## src/rtl/execute_stage.sv

```systemverilog
// Execute stage: one shared ALU, a dedicated branch/jump target adder, and a single
// output register slice with valid/ready flow control toward the memory stage.

module alu (
  input  logic [31:0] i_A,
  input  logic [31:0] i_B,
  input  logic [2:0]  i_Op,
  input  logic        i_Alt,
  output logic [31:0] o_Result,
  output logic        o_Zero,
  output logic        o_LessThan,
  output logic        o_LessThanUnsigned
);
  logic [31:0] w_result;
  logic [4:0]  w_shamt;

  assign w_shamt = i_B[4:0];

  // Op codes follow RV32 funct3; i_Alt selects SUB and SRA.
  always_comb begin
    w_result = 32'd0;
    case (i_Op)
      3'b000: w_result = i_Alt ? (i_A - i_B) : (i_A + i_B);
      3'b001: w_result = i_A << w_shamt;
      3'b010: w_result = {31'd0, $signed(i_A) < $signed(i_B)};
      3'b011: w_result = {31'd0, i_A < i_B};
      3'b100: w_result = i_A ^ i_B;
      3'b101: w_result = i_Alt ? ($signed(i_A) >>> w_shamt) : (i_A >> w_shamt);
      3'b110: w_result = i_A | i_B;
      3'b111: w_result = i_A & i_B;
      default: w_result = 32'd0;
    endcase
  end

  assign o_Result           = w_result;
  assign o_Zero             = (w_result == 32'd0);
  assign o_LessThan         = $signed(i_A) < $signed(i_B);
  assign o_LessThanUnsigned = i_A < i_B;
endmodule

module execute_stage #(
  parameter logic [31:0] RESET_VECTOR = 32'h0000_0000
) (
  input  logic        i_Clock,
  input  logic        i_Reset,
  input  logic        i_Flush,
  input  logic        i_Valid,
  output logic        o_Ready,
  input  logic [31:0] i_Pc,
  input  logic [31:0] i_Rs1Data,
  input  logic [31:0] i_Rs2Data,
  input  logic [31:0] i_Imm,
  input  logic        i_UseImm,
  input  logic        i_UsePcAsSrc1,
  input  logic [2:0]  i_AluOp,
  input  logic        i_AluOpAlt,
  input  logic        i_Branch,
  input  logic [2:0]  i_BranchFunct3,
  input  logic        i_Jump,
  input  logic        i_JumpReg,
  input  logic [4:0]  i_RdAddr,
  input  logic        i_RegWrite,
  output logic        o_Valid,
  input  logic        i_Ready,
  output logic [31:0] o_Result,
  output logic [31:0] o_StoreData,
  output logic [4:0]  o_RdAddr,
  output logic        o_RegWrite,
  output logic        o_Redirect,
  output logic [31:0] o_RedirectPc,
  output logic        o_Misaligned
);
  logic        r_valid;
  logic        r_redirect;
  logic        r_misaligned;
  logic        r_regwrite;
  logic [31:0] r_result;
  logic [31:0] r_store_data;
  logic [31:0] r_redirect_pc;
  logic [4:0]  r_rd_addr;

  logic        w_accept;
  logic [31:0] w_alu_a;
  logic [31:0] w_alu_b;
  logic [2:0]  w_alu_op;
  logic        w_alu_alt;
  logic [31:0] w_alu_result;
  logic        w_zero;
  logic        w_lt;
  logic        w_ltu;
  logic        w_cond;
  logic        w_taken;
  logic [31:0] w_target_sum;
  logic [31:0] w_target;
  logic        w_misaligned;
  logic        w_regwrite;
  logic [31:0] w_link;

  // Handshake: a transfer happens on an edge where valid && ready are both high.
  // Upstream accept = i_Valid && o_Ready; downstream consume = o_Valid && i_Ready.
  // The slot frees when consumed, so a consume and an accept can share one edge.
  // A flush drops o_Ready and empties the slot regardless of i_Ready.
  assign o_Ready  = (!r_valid || i_Ready) && !i_Flush;
  assign w_accept = i_Valid && o_Ready;

  // Branches force a subtract of the raw register operands to produce compare flags.
  assign w_alu_a   = (i_UsePcAsSrc1 && !i_Branch) ? i_Pc  : i_Rs1Data;
  assign w_alu_b   = (i_UseImm && !i_Branch)      ? i_Imm : i_Rs2Data;
  assign w_alu_op  = i_Branch ? 3'b000 : i_AluOp;
  assign w_alu_alt = i_Branch ? 1'b1   : i_AluOpAlt;

  alu u_alu (
    .i_A                (w_alu_a),
    .i_B                (w_alu_b),
    .i_Op               (w_alu_op),
    .i_Alt              (w_alu_alt),
    .o_Result           (w_alu_result),
    .o_Zero             (w_zero),
    .o_LessThan         (w_lt),
    .o_LessThanUnsigned (w_ltu)
  );

  always_comb begin
    w_cond = 1'b0;
    case (i_BranchFunct3)
      3'b000:  w_cond = w_zero;
      3'b001:  w_cond = !w_zero;
      3'b100:  w_cond = w_lt;
      3'b101:  w_cond = !w_lt;
      3'b110:  w_cond = w_ltu;
      3'b111:  w_cond = !w_ltu;
      default: w_cond = 1'b0;
    endcase
  end

  assign w_taken      = i_Jump || (i_Branch && w_cond);
  assign w_target_sum = (i_JumpReg ? i_Rs1Data : i_Pc) + i_Imm;
  assign w_target     = i_JumpReg ? (w_target_sum & ~32'h1) : w_target_sum;
  assign w_misaligned = w_taken && w_target[1];
  assign w_regwrite   = i_RegWrite && !i_Branch && (i_RdAddr != 5'd0) && !w_misaligned;
  assign w_link       = i_Pc + 32'd4;

  always_ff @(posedge i_Clock) begin
    if (i_Reset) begin
      r_valid       <= 1'b0;
      r_redirect    <= 1'b0;
      r_misaligned  <= 1'b0;
      r_regwrite    <= 1'b0;
      r_result      <= 32'd0;
      r_store_data  <= 32'd0;
      r_rd_addr     <= 5'd0;
      r_redirect_pc <= RESET_VECTOR;
    end else begin
      r_redirect <= w_accept && w_taken;
      if (w_accept) begin
        r_valid      <= 1'b1;
        r_result     <= i_Jump ? w_link : w_alu_result;
        r_store_data <= i_Rs2Data;
        r_rd_addr    <= i_RdAddr;
        r_regwrite   <= w_regwrite;
        r_misaligned <= w_misaligned;
        if (w_taken) r_redirect_pc <= w_target;
      end else if (i_Flush || i_Ready) begin
        r_valid <= 1'b0;
      end
    end
  end

  assign o_Valid      = r_valid;
  assign o_Result     = r_result;
  assign o_StoreData  = r_store_data;
  assign o_RdAddr     = r_rd_addr;
  assign o_RegWrite   = r_regwrite;
  assign o_Redirect   = r_redirect;
  assign o_RedirectPc = r_redirect_pc;
  assign o_Misaligned = r_misaligned;
endmodule

```

## config.mk

```make
export PLATFORM = sky130hd
export DESIGN_NAME = execute_stage
export DESIGN_NICKNAME = d
export VERILOG_FILES = /design/src/rtl/execute_stage.sv
export SDC_FILE = /design/constraint.sdc
export NUM_CORES = 1
export LEC_CHECK = 0
export ABC_AREA = 1
export CORE_MARGIN = 2
export CORE_UTILIZATION = 50
export CTS_CLUSTER_SIZE = 10
export DETAILED_ROUTE_END_ITERATION = 6
export HOLD_SLACK_MARGIN = 0.06
export PLACE_DENSITY = 0.82
export SYNTH_ARGS = -nofsm -noshare
export SYNTH_HDL_FRONTEND = slang
export SYNTH_HIERARCHICAL = 1
export SYNTH_SLANG_ARGS = --single-unit
```

## constraint.sdc

```tcl
create_clock -name i_Clock -period 7.6 [get_ports i_Clock]
set_input_delay 1.9 -clock i_Clock [delete_from_list [all_inputs] [get_ports i_Clock]]
set_output_delay 1.9 -clock i_Clock [all_outputs]
set_load 0.01 [all_outputs]
```

**After elaboration in Yosys (flattened, before gate mapping)**

Index checks and enable logic that the tools add are counted.

- Bits in registers: 105
- Input bits: 151
- Output and inout port bits: 106
- Logic and storage cells: 71

- Add/sub/neg operators: 4
- Magnitude comparators: 2
- Equal/unequal tests: 12
- Shift-type cells: 3
- Mux-type cells: 13
- Bitwise logic cells: 3
- Reductions and logical operators: 26

Operators by type and width:

| operator | count |
|---|---|
| $pmux W32 S8 | 1 |
| $mux W32 | 6 |
| $add A32 B32 Y32 | 2 |
| $lt A32 B32 Y1 | 2 |
| $add A32 B3 Y32 const B | 1 |
| $and A32 B32 Y32 | 1 |
| $logic_not A32 Y1 | 1 |
| $or A32 B32 Y32 | 1 |
| $shl A32 B5 Y32 | 1 |
| $shr A32 B5 Y32 | 1 |
| $sshr A32 B5 Y32 | 1 |
| $sub A32 B32 Y32 | 1 |
| $xor A32 B32 Y32 | 1 |
| $eq A3 B3 Y1 const B | 8 |
| $logic_and A1 B1 Y1 | 10 |
| $logic_not A1 Y1 | 7 |
| $eq A3 B1 Y1 const B | 2 |
| $eq A3 B2 Y1 const B | 2 |
| $logic_not A3 Y1 | 2 |
| $pmux W1 S6 | 1 |
| $reduce_bool A5 Y1 | 1 |
| $mux W1 | 4 |
| $logic_or A1 B1 Y1 | 3 |
| $mux W3 | 1 |
| 2 further kinds | 2 |

**Logic depth before layout (Yosys ltp)**

Gate-level depths: netlist of the first run.

- Word-level depth: 14
- Gate-level depth with buffers: 42
- Mapped depth without buffers: 38

**Hierarchy**

The synthesis of the first run kept the hierarchy.

Modules (own cells, without submodules):

| module | times used | cells each | area an instance (um2) | sequential area each (um2) |
|---|---|---|---|---|
| alu | 1 | 2,044 | 9,733.1 | 0.0 |
| execute_stage | 1 | 1,435 | 8,330.5 | 2,102.0 |

**Worst setup path after synthesis of the first run**

Ideal clock, no wire load.

- Kind: input to register
- Start: input port i_Branch
- End: register r_redirect_pc[29], in the netlist o_RedirectPc[29]
- Setup time: 0.109 ns
- Arrival time: 5.876 ns
- Data required time: 7.491 ns
- Path slack: 1.615 ns
- Cell stages on the path: 39
- Cells stage by stage: inv_1 nand2_1 buf_2 mux2_2 buf_2 inv_2 buf_2 buf_1 ha_1 buf_2 nor2_1 nand2_1 inv_1 nand3_1 nand2_1 nand2_1 nand2_1 nand2_1 [... 3 more ...] nand2_1 a21oi_1 nand2_1 nor2_1 nand3_1 nor2_1 nand2_1 nand2_1 nand2_1 nand3b_1 nand2_1 nand2_1 nand2_2 nand2_2 buf_2 a21oi_1 nand2_1 inv_1

- Longest elaborated chain between the ends: 12

RTL lines:

| item | RTL line | RTL |
|---|---|---|
| start, declared | 57 | `input logic i_Branch,` |
| $logic_not A1 Y1 * | 108 | `assign w_alu_b = (i_UseImm && !i_Branch) ? i_Imm : i_Rs2Data;` |
| $logic_and A1 B1 Y1 * | 108 |  |
| $mux W32 * | 108 |  |
| net w_alu_b[3] | 84 | `logic [31:0] w_alu_b;` |
| $add A32 B32 Y32, or another cell as far along | 23 | `3'b000: w_result = i_Alt ? (i_A - i_B) : (i_A + i_B);` |
| $mux W32, on equally long branches | 23, 28 |  |
| $pmux W32 S8 * | 22 | `case (i_Op)` |
| $logic_not A32 Y1 * | 36 | `assign o_Zero = (w_result == 32'd0);` |
| net w_zero | 88 | `logic w_zero;` |
| $logic_not A1 Y1 | 127 | `3'b001: w_cond = !w_zero;` |
| $pmux W1 S6 * | 125 | `case (i_BranchFunct3)` |
| $logic_and A1 B1 Y1 * | 136 | `assign w_taken = i_Jump \|\| (i_Branch && w_cond);` |
| $logic_or A1 B1 Y1 * | 136 |  |
| $reduce_and A2 Y1 (no line) * | - |  |
| end signal, assigned | 162 | `if (w_taken) r_redirect_pc <= w_target;` |
| end, declared | 79 | `logic [31:0] r_redirect_pc;` |

The timed path passes the listed nets; every way through them passes the cells marked *.
A chain may end at the register's enable or synchronous reset.

**Worst setup path after layout of the first run**

- Start: input port i_Branch
- End: register r_redirect_pc[26], in the netlist o_RedirectPc[26]

- Longest elaborated chain between the ends: 12

RTL lines:

| item | RTL line | RTL |
|---|---|---|
| $logic_not A1 Y1 * | 107 | `assign w_alu_a = (i_UsePcAsSrc1 && !i_Branch) ? i_Pc : i_Rs1Data;` |
| $logic_and A1 B1 Y1 * | 107 |  |
| $mux W32 * | 107 |  |
| net w_alu_a[0] | 83 | `logic [31:0] w_alu_a;` |
| $add A32 B32 Y32, or another cell as far along | 23 |  |
| $mux W32, on equally long branches | 23, 28 |  |
| $pmux W32 S8 * | 22 |  |
| $logic_not A32 Y1 * | 36 |  |
| net w_zero | 88 |  |
| $logic_not A1 Y1 | 127 |  |
| $pmux W1 S6 * | 125 |  |
| $logic_and A1 B1 Y1 * | 136 |  |
| $logic_or A1 B1 Y1 * | 136 |  |
| $reduce_and A2 Y1 (no line) * | - |  |

Marks and branches as above.

==> summary.md, run 1 <==
| Metric | Value |
|---|---|
| #FFs+latches synth | `105` |
| Setup bufs post-CTS | `0` |
| Synth area leaders | `nand2_1, dfxtp_1, inv_1` |
| Leak | `between 0.01 and 0.015 uW` |
| Worst Tran Pin Value | `977 ps` |
| Remaining antenna violation count | `0` |
| Relative slew margins | `34.8%` |
| Synth Net Count | `3762` |
| Startpoint Class | `input pin` |
| Synth async-reset ratio | `0%` |
| Final Hold Viols | `0` |
| Yosys top cell by area | `nand2_1` |
| Setup CP Type | `input pin to flip-flop` |
| Slowest cell on the critical path | `o21ai_0` |
| PD cells | `about 140 nW/um^2` |
| Synth warnings | `6` |
| Min-Delay Path Class | `flip-flop to flip-flop` |
| Global-route wire length before repair | `between 100000 and 150000 um` |
| CTS max path bufs | `2` |
| Core Area | `35600 um^2` |
| Starting density of the core | `approximately 51%` |
| Commonest cells in the netlist | `nand2_1, inv_1, nor2_1, nand3_1, a21oi_1` |
| TritonCTS Buffers | `9` |
| Clock root buffer | `clkbuf_16` |
| Main flop type after synthesis | `dfxtp_1` |
| Sequential area share after synthesis | `around an eighth` |
| Routed WL | `92300 um` |
| Final Skew | `8.44 ps` |
| Fin crit share | `97.9%` |
| WP data required | `7870 ps` |
| DP Wirelength | `76400 um` |
| Final Setup Violations | `0` |
| Congestion Overflow GR | `0` |
| CTS sink cnt | `about 110` |
| IO buf count | `256` |
| Max Cap Viol | `0` |
| Max-slew violations | `0` |
| Total GRT Usage | `47.1%` |
| Worst skew pair latency | `between 300 and 400 ps` |
| TNS Setup | `0 ps` |
| Status | `complete, no violations` |
| Top cell by count, worst path | `nand2_1` |
| CTS H-tree depth | `3` |
| RSZ-0062 raised after global routing | `no` |
| Max VDD drop | `between 0.0001 and 0.00015 V` |
| Worst setup EP type | `flip-flop` |
| Die Span Y | `slightly below 200 um` |
| Final min period | `7440 ps` |
| Initial DRC Count | `3310` |
| CTS tree | `built` |
| Number of synthesized flops with an enable pin | `0` |
| Critical path arrival | `between 7000 and 8000 ps` |
| Yosys cell types | `52` |
| Area delta synth->final | `19.6%` |
| CP Buf/Inv Count | `8` |
| Top cell type's share of synthesized area | `26.5%` |
| I/O pin count | `257` |
| Tot Pwr | `3050 uW` |
| Vias in the first global route | `21900` |
| FMAX | `0.134 GHz` |
| Top-count cell post-synth | `nand2_1` |
| Drt via density | `5.85` |
| Antenna violations before repair | `3` |
| Layout Nets | `3970` |
| Via Count | `24300` |
| First-pass detailed-route iteration total | `6` |
| Die width | `roughly 190 um` |
| Routed WL per cell | `between 20 and 25 um` |
| Die area | `37700 um^2` |
| DRC Markers | `0` |
| Maximum number of pins on one net before global-route repair | `80` |
| Top delay family on crit path | `simple AND/OR/NAND/NOR gates` |
| Clk slew on worst S/H paths | `70 ps` |
| Syn Std Cell Area | `18100 um^2` |
| Post-Syn Instances | `between 3000 and 4000` |
| Max incr delay on CP | `760 ps` |
| Placer Congestion | `~1.2` |
| Share of cells above drive strength 1 | `5.04%` |
| Critical path peak fanout | `20` |
| Syn_area_per_cell | `5.19 um^2` |
| Row cnt | `69` |
## cell families after synthesis
kind of cell,Yosys count,synth area share [%]
XOR/XNOR,35,1.70
multiplexers,35,2.16
AND/OR/NAND/NOR,1956,44.2
flip-flops,105,11.6
AO/OA/AOI/OAI,535,16.2
buffers and inverters,681,14.8
adder cells (fa/ha/maj),132,9.27
## per-stage QoR
step,instance area (um^2),worst slack [ps],cells,hold WS (ps),utilization [%]
after CTS,21600,488,4153,466,60.7
after global placement,21300,134,4137,452,59.8
final,21600,160,4157,463,60.7
after floorplan,18100,1610,3479,488,-
after global routing,21600,23.8,4156,482,60.7
after detailed placement,21300,130,4137,454,59.8
## worst register-to-register path, cell delays in order, from the launching register on
cell and delay (ps):
dfxtp_1 320, nand2_1 70, inv_2 40, nor2_2 120, nand2_2 100, inv_2 220, buf_4 570, o211ai_1 400
a21oi_1 200
## cell type report
type / count / area, um^2
multi-input cells: 2693 / 13300
well taps: 461 / 577
clock inverters: 5 / 87.6
repair buffers: 345 / 3300
inverters: 533 / 2000
diodes: 4 / 10.0
clock buffers: 11 / 243
flip-flops and latches: 105 / 2100
fillers: 3756 / 14000
## report_power, final
group / switching (uW) / internal, uW
logic: 1300 / 610
clock network: 240 / 302
registers: 18.2 / 583
total: 1560 / 1490
## worst paths after layout
check | slack, ps | to | start | depth (start not counted)
max | 160 | o_RedirectPc[26] | i_Branch | 35
min | 460 | o_StoreData[30] | o_StoreData[30] | 2
max reg2reg | 5490 | o_Result[16] | o_Valid | 8
min reg2reg | 460 | o_StoreData[30] | o_StoreData[30] | 2
## sequential cells by signal, indices dropped and copies added (netlist names)
signal,flops
o_Result,32
o_Misaligned,1
o_Valid,1
o_RegWrite,1
o_RdAddr,5
o_StoreData,32
o_RedirectPc,32
o_Redirect,1
## cells in the final DEF, fill, tap and decap left out, drive strengths merged, types with 11 or more instances in the layout
master and n:
a21oi 202, buf 91, clkbuf 11, clkdlybuf4s50 254, dfxtp 105, ha 129
inv 534, mux2 32, nand2 1278, nand3 290, nand4 21, nor2 301
nor3 37, o211ai 35, o21a 12, o21ai 232, o22ai 18, xor2 29
## per-layer routing
metal / global-route usage (%) / routed length [um] / part of all wire (%)
met2: 68.0 / 36800 / 40
met4: 24.4 / 5730 / 6.2
met3: 14.0 / 13000 / 14
met1: 63.1 / 36800 / 40
met5: 0 / 0 / 0
## timing repair
| action | CTS | global route |
|---|---|---|
| hold buffers | 0 | 0 |
| gates resized for setup | 0 | 1 |
| setup endpoints to repair | 0 | 2 |
Note: power is estimated with default switching activity, not from simulation.
==> run 2, diff against run 1 <==
==> constraint.sdc (replaced) <==
create_clock -name i_Clock -period 7.25 [get_ports i_Clock]
set_input_delay 1.8125 -clock i_Clock [delete_from_list [all_inputs] [get_ports i_Clock]]
set_output_delay 1.8125 -clock i_Clock [all_outputs]
set_load 0.01 [all_outputs]
==> run 2 against run 1 <==
Clock power shrank 3%. Clock skew is essentially flat. Critical path depth grew 1. Global-route usage grew 0.29 points. Die area is the same. Design area grew 1.2%. Sequential share of layout area shrank 0.12 points. Flip-flop and latch count is the same. Critical endpoint is now o_Misaligned. Highest routed layer unchanged.
==> summary.md, run 2 (synthesized netlist as in run 1, its figures left out) <==
| Metric | Value |
|---|---|
| Clk slew on worst S/H paths | `70 ps (about the same)` |
| Antenna violations before repair | `3 (unchanged)` |
| I/O pin count | `257 (unchanged)` |
| Initial DRC Count | `3898 (was 3310)` |
| Hold WS | `464 ps (was 463 ps)` |
| Vias in the first global route | `22000 (was 21900)` |
| Die area | `37700 um^2 (unchanged)` |
| Max Cap Viol | `0 (unchanged)` |
| TNS Setup | `0 ps (unchanged)` |
| Worst setup EP type | `flip-flop (unchanged)` |
| Starting density of the core | `50.8% (unchanged)` |
| RSZ-0062 raised after global routing | `no (unchanged)` |
| Fin crit share | `96.9%` |
| Maximum number of pins on one net before global-route repair | `80 (unchanged)` |
| Setup CP Type | `input pin to flip-flop (unchanged)` |
| Final Skew | `8.05 ps (was 8.44 ps)` |
| TritonCTS Buffers | `9 (unchanged)` |
| Share of cells above drive strength 1 | `6.09% (was 5.04%)` |
| Setup bufs post-CTS | `0 (unchanged)` |
| Congestion Overflow GR | `0 (unchanged)` |
| IO buf count | `256 (unchanged)` |
| Drt via density | `5.83 (was 5.85)` |
| Routed WL | `92600 um (was 92300 um)` |
| Final min period | `7020 ps` |
| DRC Markers | `0 (unchanged)` |
| Via Count | `24500 (was 24300)` |
| CTS tree | `built (unchanged)` |
| Critical path peak fanout | `47 (was 20)` |
| Remaining antenna violation count | `0 (unchanged)` |
| Die Span Y | `194 um (unchanged)` |
| Slowest cell on the critical path | `clkdlybuf4s50_1 (was o21ai_0)` |
| CTS max path bufs | `2 (unchanged)` |
| Commonest non-fill, non-tap cell in the layout | `nand2_1 (unchanged)` |
| Placer Congestion | `1.20 (was 1.16)` |
| Status | `complete, no violations (unchanged)` |
| Relative slew margins | `20.2% (was 34.8%)` |
| Critical path arrival | `7320 ps (was 7710 ps)` |
| Worst skew pair latency | `380 ps (was 370 ps)` |
| Die width | `194 um (unchanged)` |
| CTS H-tree depth | `3 (unchanged)` |
| Worst r2r path cells | `10 (was 8)` |
| PD cells | `146 nW/um^2 (was 141 nW/um^2)` |
| DP Wirelength | `77400 um (was 76400 um)` |
| Max-slew violations | `0 (unchanged)` |
| CTS sink cnt | `105 (unchanged)` |
| Total GRT Usage | `47.4% (was 47.1%)` |
| Clock root buffer | `clkbuf_16 (unchanged)` |
| Global-route wire length before repair | `136000 um (was 135000 um)` |
| Worst r2r dst | `o_Misaligned (was o_Result[16])` |
| Routed WL per cell | `22.1 um (was 22.2 um)` |
| Most frequent cells in the layout | `nand2_1, inv_1, nor2_1 (unchanged)` |
| Hold endpoint | `o_StoreData[30] (unchanged)` |
| Min-Delay Path Class | `flip-flop to flip-flop (unchanged)` |
| CTS Hold Buffers Added | `0 (unchanged)` |
| First-pass detailed-route iteration total | `7 (was 6)` |
| Core Area | `35600 um^2 (unchanged)` |
| R2R Setup Slk | `4800 ps (was 5490 ps)` |
| Row cnt | `69 (unchanged)` |
| WP data required | `7540 ps (was 7870 ps)` |
| Area delta synth->final | `21.1% (was 19.6%)` |
| Top cell by count, worst path | `nand2_1 (unchanged)` |
| Worst Tran Pin Value | `1200 ps (was 977 ps)` |
| Layout Nets | `4008 (was 3970)` |
| WHS Path Cells | `2 (unchanged)` |
| FMAX | `~0.14 GHz` |
| Max incr delay on CP | `530 ps (was 760 ps)` |
| Max VDD drop | `0.000139 V (was 0.000126 V)` |
| Final Hold Viols | `0 (unchanged)` |
| Startpoint Class | `input pin (unchanged)` |
| HP Start | `o_StoreData[30] (unchanged)` |
| Reg2reg start | `o_Valid (unchanged)` |
| Final Setup Violations | `0 (unchanged)` |
| Leak | `0.0116 uW (was 0.0115 uW)` |
==> run 2: changes by cell type in the layout (fill, tap and decap cells not counted), sizes merged <==
| cell | previous run | this run |
|---|---|---|
| bufinv | 2 | 1 |
| clkinv | 1 | 0 |
| clkinvlp | 1 | 3 |
| buf | 91 | 129 |
==> run 2: final cells by class <==
class / count / area (um^2)
Timing Repair Buffer: 383 / 3580
Sequential cell: 105 / 2100
Tap cell: 461 / 577
Antenna cell: 4 / 10.0
Multi-Input combinational cell: 2693 / 13300
Clock inverter: 5 / 63.8
Fill cell: 3779 / 13700
Inverter: 533 / 2000
Clock buffer: 11 / 243
==> run 2: timing repair <==
action	in CTS	in global routing
gates resized for setup	0	4
endpoints found under the hold margin	0	0
endpoints found under the setup margin	0	3
==> run 2: critical path, delay by kind of cell <==
family                   cells  cell delay [ps]
XOR/XNOR                     1              230
AO/OA/AOI/OAI                3              680
adder cells (fa/ha/maj)      1              410
AND/OR/NAND/NOR             23             2330
buffers and inverters        8             1770
==> run 2: worst max path at each step <==
| stage | startpoint | to | slack, ps |
|---|---|---|---|
| after floorplan | i_Branch | o_RedirectPc[29] | 1350 |
| after CTS | i_Branch | o_Misaligned | 410 |
| after detailed placement | i_Branch | o_RedirectPc[1] | 80 |
| after global placement | i_Branch | o_RedirectPc[25] | 5 |
| final | i_Branch | o_Misaligned | 230 |
| after global routing | i_Branch | o_RedirectPc[25] | 50 |
==> run 2: through the flow <==
step                instance area [um^2]  instances  setup WS (ps)  total power [uW]  util [%]
floorplan                          18100       3479           1350              1770         -
global placement                   21500       4175           4.54              2570      60.6
detailed placement                 21500       4175           77.3              2570      60.6
CTS                                21900       4191            407              3090      61.4
global route                       21900       4193           54.7              3350      61.5
finish                             21900       4195            227              3200      61.5
==> run 2: report_power, final <==
group	switching [uW]	internal [uW]	total (uW)
registers	18.8	611	630
logic	1380	666	2040
clock network	246	280	526
==> run 2: per-layer routing <==
metal / share of wire, % / track usage, % / routed length, um
met1: 40 / 64.7 / 36800
met2: 39 / 66.2 / 35700
met3: 15 / 13.8 / 13600
met4: 7.0 / 26.5 / 6490
met5: 0 / 0 / 0
